$ cat src/rtl/sdram_arbiter.sv
// sdram_arbiter
// Shares one SDRAM controller port between three requesters (0 = video,
// 1 = CPU, 2 = DMA). One access is granted per slot, on a slot_tick seen
// while idle. Port 0 has fixed priority. Ports 1 and 2 alternate when both
// are requesting. After MAX_BUSY back-to-back granted slots, one slot is
// left idle so the controller can auto-refresh.
//
// Handshake: a requester raises reqN with addrN/weN/dinN stable and holds
// them until ackN. ackN is a one-clk pulse, and rdata is valid in that clk
// for reads. The requester drops reqN (or presents a new request) in the
// clk after ackN.
//
// Ports:
//   clk, reset              clock, synchronous active-high reset
//   slot_tick               one-clk pulse at the start of each access slot
//   reqN/addrN/weN/dinN     per-port request, byte address, write flag, data
//   ackN, rdata             per-port completion pulse, read data
//   mem_addr/we/din/oe      controller command, held until the next slot decision
//   mem_dout                controller read data
//   overrun                 sticky: slot_tick arrived while a slot was in progress
//   busy                    a granted access is in progress
//   dbg_state               current FSM state (IDLE/RUN/DONE)
module sdram_arbiter #(
    parameter int ADDR_W     = 25,
    parameter int DATA_PHASE = 9,
    parameter int MAX_BUSY   = 8
) (
    input  logic              clk,
    input  logic              reset,
    input  logic              slot_tick,
    input  logic              req0,
    input  logic              req1,
    input  logic              req2,
    input  logic [ADDR_W-1:0] addr0,
    input  logic [ADDR_W-1:0] addr1,
    input  logic [ADDR_W-1:0] addr2,
    input  logic              we0,
    input  logic              we1,
    input  logic              we2,
    input  logic [7:0]        din0,
    input  logic [7:0]        din1,
    input  logic [7:0]        din2,
    output logic              ack0,
    output logic              ack1,
    output logic              ack2,
    output logic [7:0]        rdata,
    output logic [ADDR_W-1:0] mem_addr,
    output logic              mem_we,
    output logic [7:0]        mem_din,
    output logic              mem_oe,
    input  logic [7:0]        mem_dout,
    output logic              overrun,
    output logic              busy,
    output logic [1:0]        dbg_state
);

    typedef enum logic [1:0] {
        IDLE = 2'd0,
        RUN  = 2'd1,
        DONE = 2'd2
    } state_t;

    localparam int PH_W = $clog2(DATA_PHASE + 1);
    localparam int BR_W = $clog2(MAX_BUSY + 1);

    state_t            state;
    state_t            state_nxt;
    logic [PH_W-1:0]   phase;
    logic [BR_W-1:0]   busy_run;
    logic              rr_p2;      // 1: port 2 wins the next 1-vs-2 tie
    logic [1:0]        winner;     // port being served, steers ack
    logic              refresh;
    logic              grant;
    logic              tie12;
    logic [1:0]        pick;
    logic [ADDR_W-1:0] sel_addr;
    logic [7:0]        sel_din;
    logic              sel_we;

    // Arbitration and winner mux.
    always_comb begin
        refresh  = (busy_run == BR_W'(MAX_BUSY));
        tie12    = req1 && req2;
        grant    = 1'b0;
        pick     = 2'd0;
        sel_addr = addr0;
        sel_din  = din0;
        sel_we   = we0;
        if (!refresh) begin
            if (req0) begin
                grant = 1'b1;
                pick  = 2'd0;
            end else if (tie12) begin
                grant = 1'b1;
                pick  = rr_p2 ? 2'd2 : 2'd1;
            end else if (req1) begin
                grant = 1'b1;
                pick  = 2'd1;
            end else if (req2) begin
                grant = 1'b1;
                pick  = 2'd2;
            end
        end
        case (pick)
            2'd1: begin
                sel_addr = addr1;
                sel_din  = din1;
                sel_we   = we1;
            end
            2'd2: begin
                sel_addr = addr2;
                sel_din  = din2;
                sel_we   = we2;
            end
            default: ;
        endcase
    end

    // Next state and per-state outputs.
    always_comb begin
        state_nxt = state;
        ack0      = 1'b0;
        ack1      = 1'b0;
        ack2      = 1'b0;
        busy      = 1'b0;
        dbg_state = state;
        case (state)
            IDLE: begin
                if (slot_tick && grant) state_nxt = RUN;
            end
            RUN: begin
                busy = 1'b1;
                if (phase == PH_W'(DATA_PHASE)) state_nxt = DONE;
            end
            DONE: begin
                ack0      = (winner == 2'd0);
                ack1      = (winner == 2'd1);
                ack2      = (winner == 2'd2);
                state_nxt = IDLE;
            end
            default: state_nxt = IDLE;
        endcase
    end

    always_ff @(posedge clk) begin
        if (reset) state <= IDLE;
        else       state <= state_nxt;
    end

    always_ff @(posedge clk) begin
        if (reset) begin
            phase    <= '0;
            busy_run <= '0;
            rr_p2    <= 1'b0;
            winner   <= 2'd0;
            mem_addr <= '0;
            mem_we   <= 1'b0;
            mem_oe   <= 1'b0;
            mem_din  <= 8'h00;
            rdata    <= 8'h00;
            overrun  <= 1'b0;
        end else begin
            // A tick outside IDLE means the slot period is too short.
            if (slot_tick && state != IDLE) overrun <= 1'b1;
            case (state)
                IDLE: begin
                    if (slot_tick) begin
                        if (grant) begin
                            mem_addr <= sel_addr;
                            mem_din  <= sel_din;
                            mem_we   <= sel_we;
                            mem_oe   <= ~sel_we;
                            winner   <= pick;
                            phase    <= '0;
                            // A grant is only possible below MAX_BUSY, so
                            // the increment saturates at MAX_BUSY.
                            busy_run <= busy_run + 1'b1;
                            if (pick != 2'd0 && tie12) rr_p2 <= ~rr_p2;
                        end else begin
                            // Refresh or empty slot: the controller sees no
                            // command and the busy run restarts.
                            mem_we   <= 1'b0;
                            mem_oe   <= 1'b0;
                            busy_run <= '0;
                        end
                    end
                end
                RUN: begin
                    phase <= phase + 1'b1;
                    if (phase == PH_W'(DATA_PHASE) && mem_oe) rdata <= mem_dout;
                end
                default: ;
            endcase
        end
    end

endmodule

$ cat config.mk
export PLATFORM = sky130hd
export DESIGN_NAME = sdram_arbiter
export DESIGN_NICKNAME = d
export VERILOG_FILES = /design/src/rtl/sdram_arbiter.sv
export SDC_FILE = /design/constraint.sdc
export NUM_CORES = 1
export LEC_CHECK = 0
export ABC_AREA = 1
export CORE_MARGIN = 2
export CORE_UTILIZATION = 40
export DETAILED_ROUTE_END_ITERATION = 10
export PLACE_DENSITY = 0.88
export RECOVER_POWER = 50
export SYNTH_ARGS = -nofsm -noshare
export SYNTH_HDL_FRONTEND = slang
export SYNTH_SLANG_ARGS = --single-unit
$ cat constraint.sdc
create_clock -name clk -period 2.72 [get_ports clk]
set_clock_uncertainty 0.1 [all_clocks]
set_input_delay 0.544 -clock clk [delete_from_list [all_inputs] [get_ports clk]]
set_output_delay 0.544 -clock clk [all_outputs]
set_load 0.1 [all_outputs]
==> results of run 1 <==
final cells by class:
| cell class | count | area [µm²] |
|---|---|---|
| clock buffers | 11 | 151.4 |
| inverters | 60 | 225.2 |
| well taps | 102 | 127.6 |
| multi-input cells | 377 | 1769 |
| repair buffers | 172 | 1476 |
| flip-flops and latches | 57 | 1142 |
| clock inverters | 5 | 77.57 |
| fillers | 720 | 2838 |
per-layer routing:
layer,part of all wire (%),up-vias,track usage (%)
met4,1.1,0,7.246
met2,51,107,40.65
li1,-,1912,-
met5,0,-,0
met3,7.0,12,5.056
met1,41,1617,22.42
registers in the layout, summed over array words and instances (netlist names):
name	cells
mem_oe	1
mem_we	1
mem_addr	25
dbg_state	2
winner	2
overrun	1
busy_run	4
mem_din	8
phase	4
rdata	8
rr_p2	1
worst max-delay path, stage by stage:
cell,delay (ns)
dlygate4sd3_1,0.61
inv_1,0.10
nor3_1,0.05
nor2_1,0.22
inv_1,0.11
ha_2,0.40
buf_12,0.22
a21oi_1,0.06
a21o_1,0.16
nor2_1,0.10
nor2_1,0.05
cell usage in the layout (no fill, tap or decap):
cell type / synthesis / layout
inv_1: 55 / 55
ha_1: 7 / 6
clkbuf_1: 9 / 44
nand2_2: 1 / 1
nand3_1: 14 / 14
dfxtp_2: 0 / 1
buf_4: 0 / 8
nand2_1: 158 / 158
clkinv_2: 0 / 2
clkbuf_8: 0 / 11
xnor2_1: 1 / 1
nor3_1: 5 / 2
nand2_4: 1 / 1
nor3_4: 0 / 3
bufinv_16: 0 / 2
a21oi_1: 39 / 39
nor2_1: 95 / 96
dfxtp_1: 57 / 56
ha_2: 0 / 1
clkinv_1: 1 / 1
nand3_2: 1 / 1
clkinvlp_4: 0 / 1
inv_2: 4 / 4
nand4_1: 2 / 2
nor2_4: 1 / 1
xor2_1: 1 / 1
a21o_1: 33 / 33
o21ai_0: 17 / 17
clkdlybuf4s50_1: 0 / 113
buf_12: 0 / 5
dlygate4sd3_1: 0 / 2
worst paths after layout:
check              startpoint      endpoint  slack (ns)  depth (start not counted)
setup / recovery         req2  mem_addr[20]        0.18                         11
hold / removal        overrun       overrun        0.38                          2
setup reg to reg  busy_run[0]  mem_addr[20]        0.28                         12
hold reg to reg       overrun       overrun        0.38                          2
cell families after synthesis:
kind of cell    Yosys count  share of synthesized area, %
xor+xnor                  2                        0.5390
fa+ha+maj                 7                         2.694
compound gates           89                         16.24
buf+inv                  87                         11.51
simple gates            279                         33.91
flops                    57                         35.10
power breakdown:
| part | switching, mW | internal, mW |
|---|---|---|
| Clock | 0.330 | 0.563 |
| Sequential | 0.0394 | 0.898 |
| Combinational | 0.683 | 0.311 |
| Total | 1.05 | 1.77 |
==> qor.txt, run 1 <==
TritonCTS Sinks = 57
Synth Net Count = 644
Slew HR = 18.22%
period utilization = 93.39%
Core Util, Final = 63.65%
num rows = 32
Syn Area/Cell = 6.239 µm²
layout cell share with drive strength beyond 1 = 6.158%
status = finished clean
IO Pins = 166
fmax = 0.3937 GHz
GPL Wtd Cong = 0.8505
most frequent cell after synthesis = nand2_1
DP Area = 0.004908 mm²
crit path max fanout = 44
clock-pin slew on the worst setup and hold paths = 0.06 ns
CP Data Required Time = 2.83 ns
Pins Over Slew Limit = 0
CP arrival = 2.65 ns
Tot GR Track Use = 21.23%
asr flop ratio synth = 0%
final non-filler cell total = 784
Starting Density = 41.63%
fin nets = 800
Root Driver = clkbuf_8
Worst Hold Slack = 0.3811 ns
LEAKAGE = 2.323 nW
Area Growth Syn to Fin = 52.89%
cell accounting for the most synthesized area = dfxtp_1
Die Wd = 94.15 µm
DR DRC count = 0
critical path startpoint category = input port
Post-synth EDFFs = 0
Final min period = 2.540 ns
Resized Gates After CTS = 0
Initial DRC Count = 140
initial antenna violation count = 0
I/O Buffers = 165
CP endpoint kind = register
unrepaired setup endpoints after global routing = false
top_reg_cell synth = dfxtp_1
Synth Cell Area = 0.003251 mm²
P per Cell Area = 568.3 mW/mm²
CP Class = input port to register
DRT antenna net count = 0
vias per cell = 4.653
Final Worst Setup Slack = 0.1798 ns
Gate Count Post-Synth = 521
worst vdd ir = 311.9 µV
TritonRoute pass-1 iters = 6
CTS Buffer Depth = 2
WL final = 9506 µm
Power, Total = 2.824 mW
Placed Cells = 768
max_cap viols = 0
worst slack, placed = -0.01537 ns
share of the synthesized area in the top cell type = 35.10%
final hold viol count = 0
CTS H-tree lvls = 3
Slew @ Worst Pin = 1.232 ns
area of the die = 0.008863 mm²
Hold Buf Count CTS = 0
antenna cells = 0
synthesis warning total = 0
Avg WL per Cell = 12.13 µm
worst skew pair latency = 0.32 ns
first-pass GRT wire length = 15240 µm
core area = 0.007807 mm²
cts bufs inserted = 9
vias in the first global route = 3512
largest net degree at the start of global routing = 45
Area contributors post-synth = dfxtp_1 (35%), nand2_1 (18%), nor2_1 (11%)
global route overflow = 0
DR vias = 3648
Post-CTS Setup Inserts = 0
synth unique cells = 23
setup TNS = 0 ns
Hold Path Class = register to register
Setup Viol. Count Final = 0
Seq cells post-synth = 57
CTS tree = built
die height = 94.15 µm
fin area = 0.004970 mm²
top cells by count, synth = nand2_1 (158), nor2_1 (95), dfxtp_1 (57)
hpwl dp = 7177 µm
sequential area share after synthesis = 35.10%
No activity file was read; power rests on OpenSTA's default activity.
==> run 2, diff against run 1 <==
--- a/config.mk
+++ b/config.mk
@@ -9,6 +9,7 @@
 export CORE_MARGIN = 2
 export CORE_UTILIZATION = 40
 export DETAILED_ROUTE_END_ITERATION = 10
+export GPL_ROUTABILITY_DRIVEN = 0
 export PLACE_DENSITY = 0.88
 export RECOVER_POWER = 50
 export SYNTH_ARGS = -nofsm -noshare
==> results of run 2 <==
Final layout, timing and power as in run 1 (identical DEF).
==> run 3, diff against run 2 <==
--- a/config.mk
+++ b/config.mk
@@ -6,12 +6,14 @@
 export NUM_CORES = 1
 export LEC_CHECK = 0
 export ABC_AREA = 1
+export CAP_MARGIN = 20
 export CORE_MARGIN = 2
 export CORE_UTILIZATION = 40
 export DETAILED_ROUTE_END_ITERATION = 10
 export GPL_ROUTABILITY_DRIVEN = 0
-export PLACE_DENSITY = 0.88
+export PLACE_DENSITY_LB_ADDON = 0.25
 export RECOVER_POWER = 50
+export SLEW_MARGIN = 20
 export SYNTH_ARGS = -nofsm -noshare
 export SYNTH_HDL_FRONTEND = slang
 export SYNTH_SLANG_ARGS = --single-unit
==> run 3 against run 2 <==
Net effect: design area fell by 0.65%; utilization shrank 0.42 points; sequential share of layout area rose by 0.15 points; wire length fell by 0.64%; highest routed layer unchanged.
==> qor.txt, run 3 (synthesis gave the netlist of run 1 again) <==
Top reg by flops = mem_addr
Die Wd = 94.15 µm
area of the die = 0.008863 mm²
largest net degree at the start of global routing = 72
LEAKAGE = 2.298 nW
max_cap viols = 0
vias per cell = 4.648
DRT antenna net count = 0
die height = 94.15 µm
cells on worst reg2reg path = 12
flip-flop count of the largest register after layout = 25
IO Pins = 166
Power, Total = 2.723 mW
layout cell share with drive strength beyond 1 = 5.718%
commonest cells after routing, fill and taps aside = nand2_1 (158), clkdlybuf4s50_1 (113), nor2_1 (96), inv_1 (56), dfxtp_1 (56)
Starting Density = 41.63%
Setup Viol. Count Final = 0
Root Driver = clkbuf_8
WL final = 9445 µm
r2r startpoint = busy_run[0]
Slew HR = 19.20%
Worst Hold Path Cells = 2
Worst Hold Slack = 0.3730 ns
CP top delay family = buffers and inverters
final hold viol count = 0
Area Growth Syn to Fin = 51.89%
hpwl dp = 6856 µm
fin nets = 800
critical path startpoint category = input port
TritonCTS Sinks = 57
fmax = 0.4041 GHz
Resized Gates After CTS = 0
first-pass GRT wire length = 14750 µm
Avg WL per Cell = 12.05 µm
CP Cell Sequence = dlygate4sd3_1 -> inv_1 -> nor3_1 -> nor2_1 -> inv_1 -> ha_2 -> buf_12 -> a21oi_1 -> a21o_1 -> nor2_1 -> nor2_1
Critical Path Most Common Cell = nor2_1
final non-filler cell total = 784
CP arrival = 2.59 ns
DR DRC count = 0
Post-CTS Setup Inserts = 0
unrepaired setup endpoints after global routing = false
setup TNS = 0 ns
Pins Over Slew Limit = 0
CP Data Required Time = 2.84 ns
Final min period = 2.475 ns
status = finished clean
Tot GR Track Use = 20.74%
clock-pin slew on the worst setup and hold paths = 0.07 ns
vias in the first global route = 3346
Slew @ Worst Pin = 1.217 ns
initial antenna violation count = 0
global route overflow = 0
Placed Cells = 768
worst reg2reg setup slack = 0.40 ns
worst vdd ir = 346.6 µV
num rows = 32
CP endpoint kind = register
crit path max fanout = 32
worst skew pair latency = 0.33 ns
CTS Buffer Depth = 2
antenna cells = 0
CP bufs+invs = 4
RR Endpoint = mem_addr[8]
largest registers = mem_addr (25), mem_din (8), rdata (8)
DR vias = 3644
CP Class = input port to register
core area = 0.007807 mm²
cts bufs inserted = 9
TritonRoute pass-1 iters = 4
commonest non-fill, non-tap cell in the layout = nand2_1
HP Start = overrun
Core Util, Final = 63.24%
I/O Buffers = 165
CP max stage cell = dlygate4sd3_1
Initial DRC Count = 130
CTS tree = built
Hold Buf Count CTS = 0
Hold Path Class = register to register
period utilization = 90.99%
P per Cell Area = 551.5 mW/mm²
hold path endpoint = overrun
CTS H-tree lvls = 3
worst stage delay on the critical path = 0.59 ns
## run 3: cell types whose count changed in the layout (fill, tap and decap cells not counted), moves of 2 or more
cell,change
clkbuf_1,+2
clkinv_2,-2
clkinv_4,+3
buf_4,-2
clkbuf_8,-2
## run 3: how the worst max path moves through the flow
stage	startpoint	end	slack, ns	cells past startpoint
finish	req2	mem_addr[8]	0.25	11
global route	req2	mem_addr[8]	0.16	11
CTS	busy_run[0]	mem_addr[8]	0.40	12
detailed placement	req2	mem_addr[8]	0.06	11
global placement	req2	mem_addr[8]	0.13	10
floorplan	dbg_state[0]	rdata[0]	0.23	6
## run 3: area by class of cell
cell class | count | area (µm²)
sequential | 57 | 1142
inverter | 60 | 225.2
clock buffer | 9 | 123.9
multi-input combinational | 377 | 1769
fill | 760 | 2870
clock inverter | 7 | 80.08
timing repair buffer | 172 | 1469
tap | 102 | 127.6
## run 3: metal layers
metal | share of wire (%) | routed length, µm | track usage (%) | vias to the layer above
met5 | 0 | 0 | 0 | -
met4 | 1.6 | 150 | 6.522 | 0
met3 | 7.8 | 740 | 5.136 | 12
met2 | 49 | 4598 | 38.10 | 124
met1 | 42 | 3956 | 23.37 | 1592
li1 | - | - | - | 1916
## run 3: worst reg2reg max path, stage by stage, from the launching register on
cell	delay (ns)
dfxtp_1	0.35
inv_1	0.08
ha_1	0.21
nand3_2	0.11
nand3_1	0.07
nor2_1	0.19
inv_1	0.10
ha_2	0.40
buf_12	0.19
a21oi_1	0.07
a21o_1	0.15
nor2_1	0.13
nor2_1	0.07
## run 3: stage by stage
step | instance area, µm² | setup slack, ns
2_1_floorplan | 3286 | 0.2318
3_3_place_gp | 4908 | 0.1301
3_5_place_dp | 4908 | 0.05891
4_1_cts | 5112 | 0.3966
5_1_grt | 4937 | 0.1622
6_report | 4937 | 0.2452
## run 3: power by group
part	internal [mW]	switching [mW]	leakage, nW
logic	0.308	0.681	1.73
registers	0.898	0.0400	0.468
clock network	0.430	0.366	0.0960
total	1.64	1.09	2.30
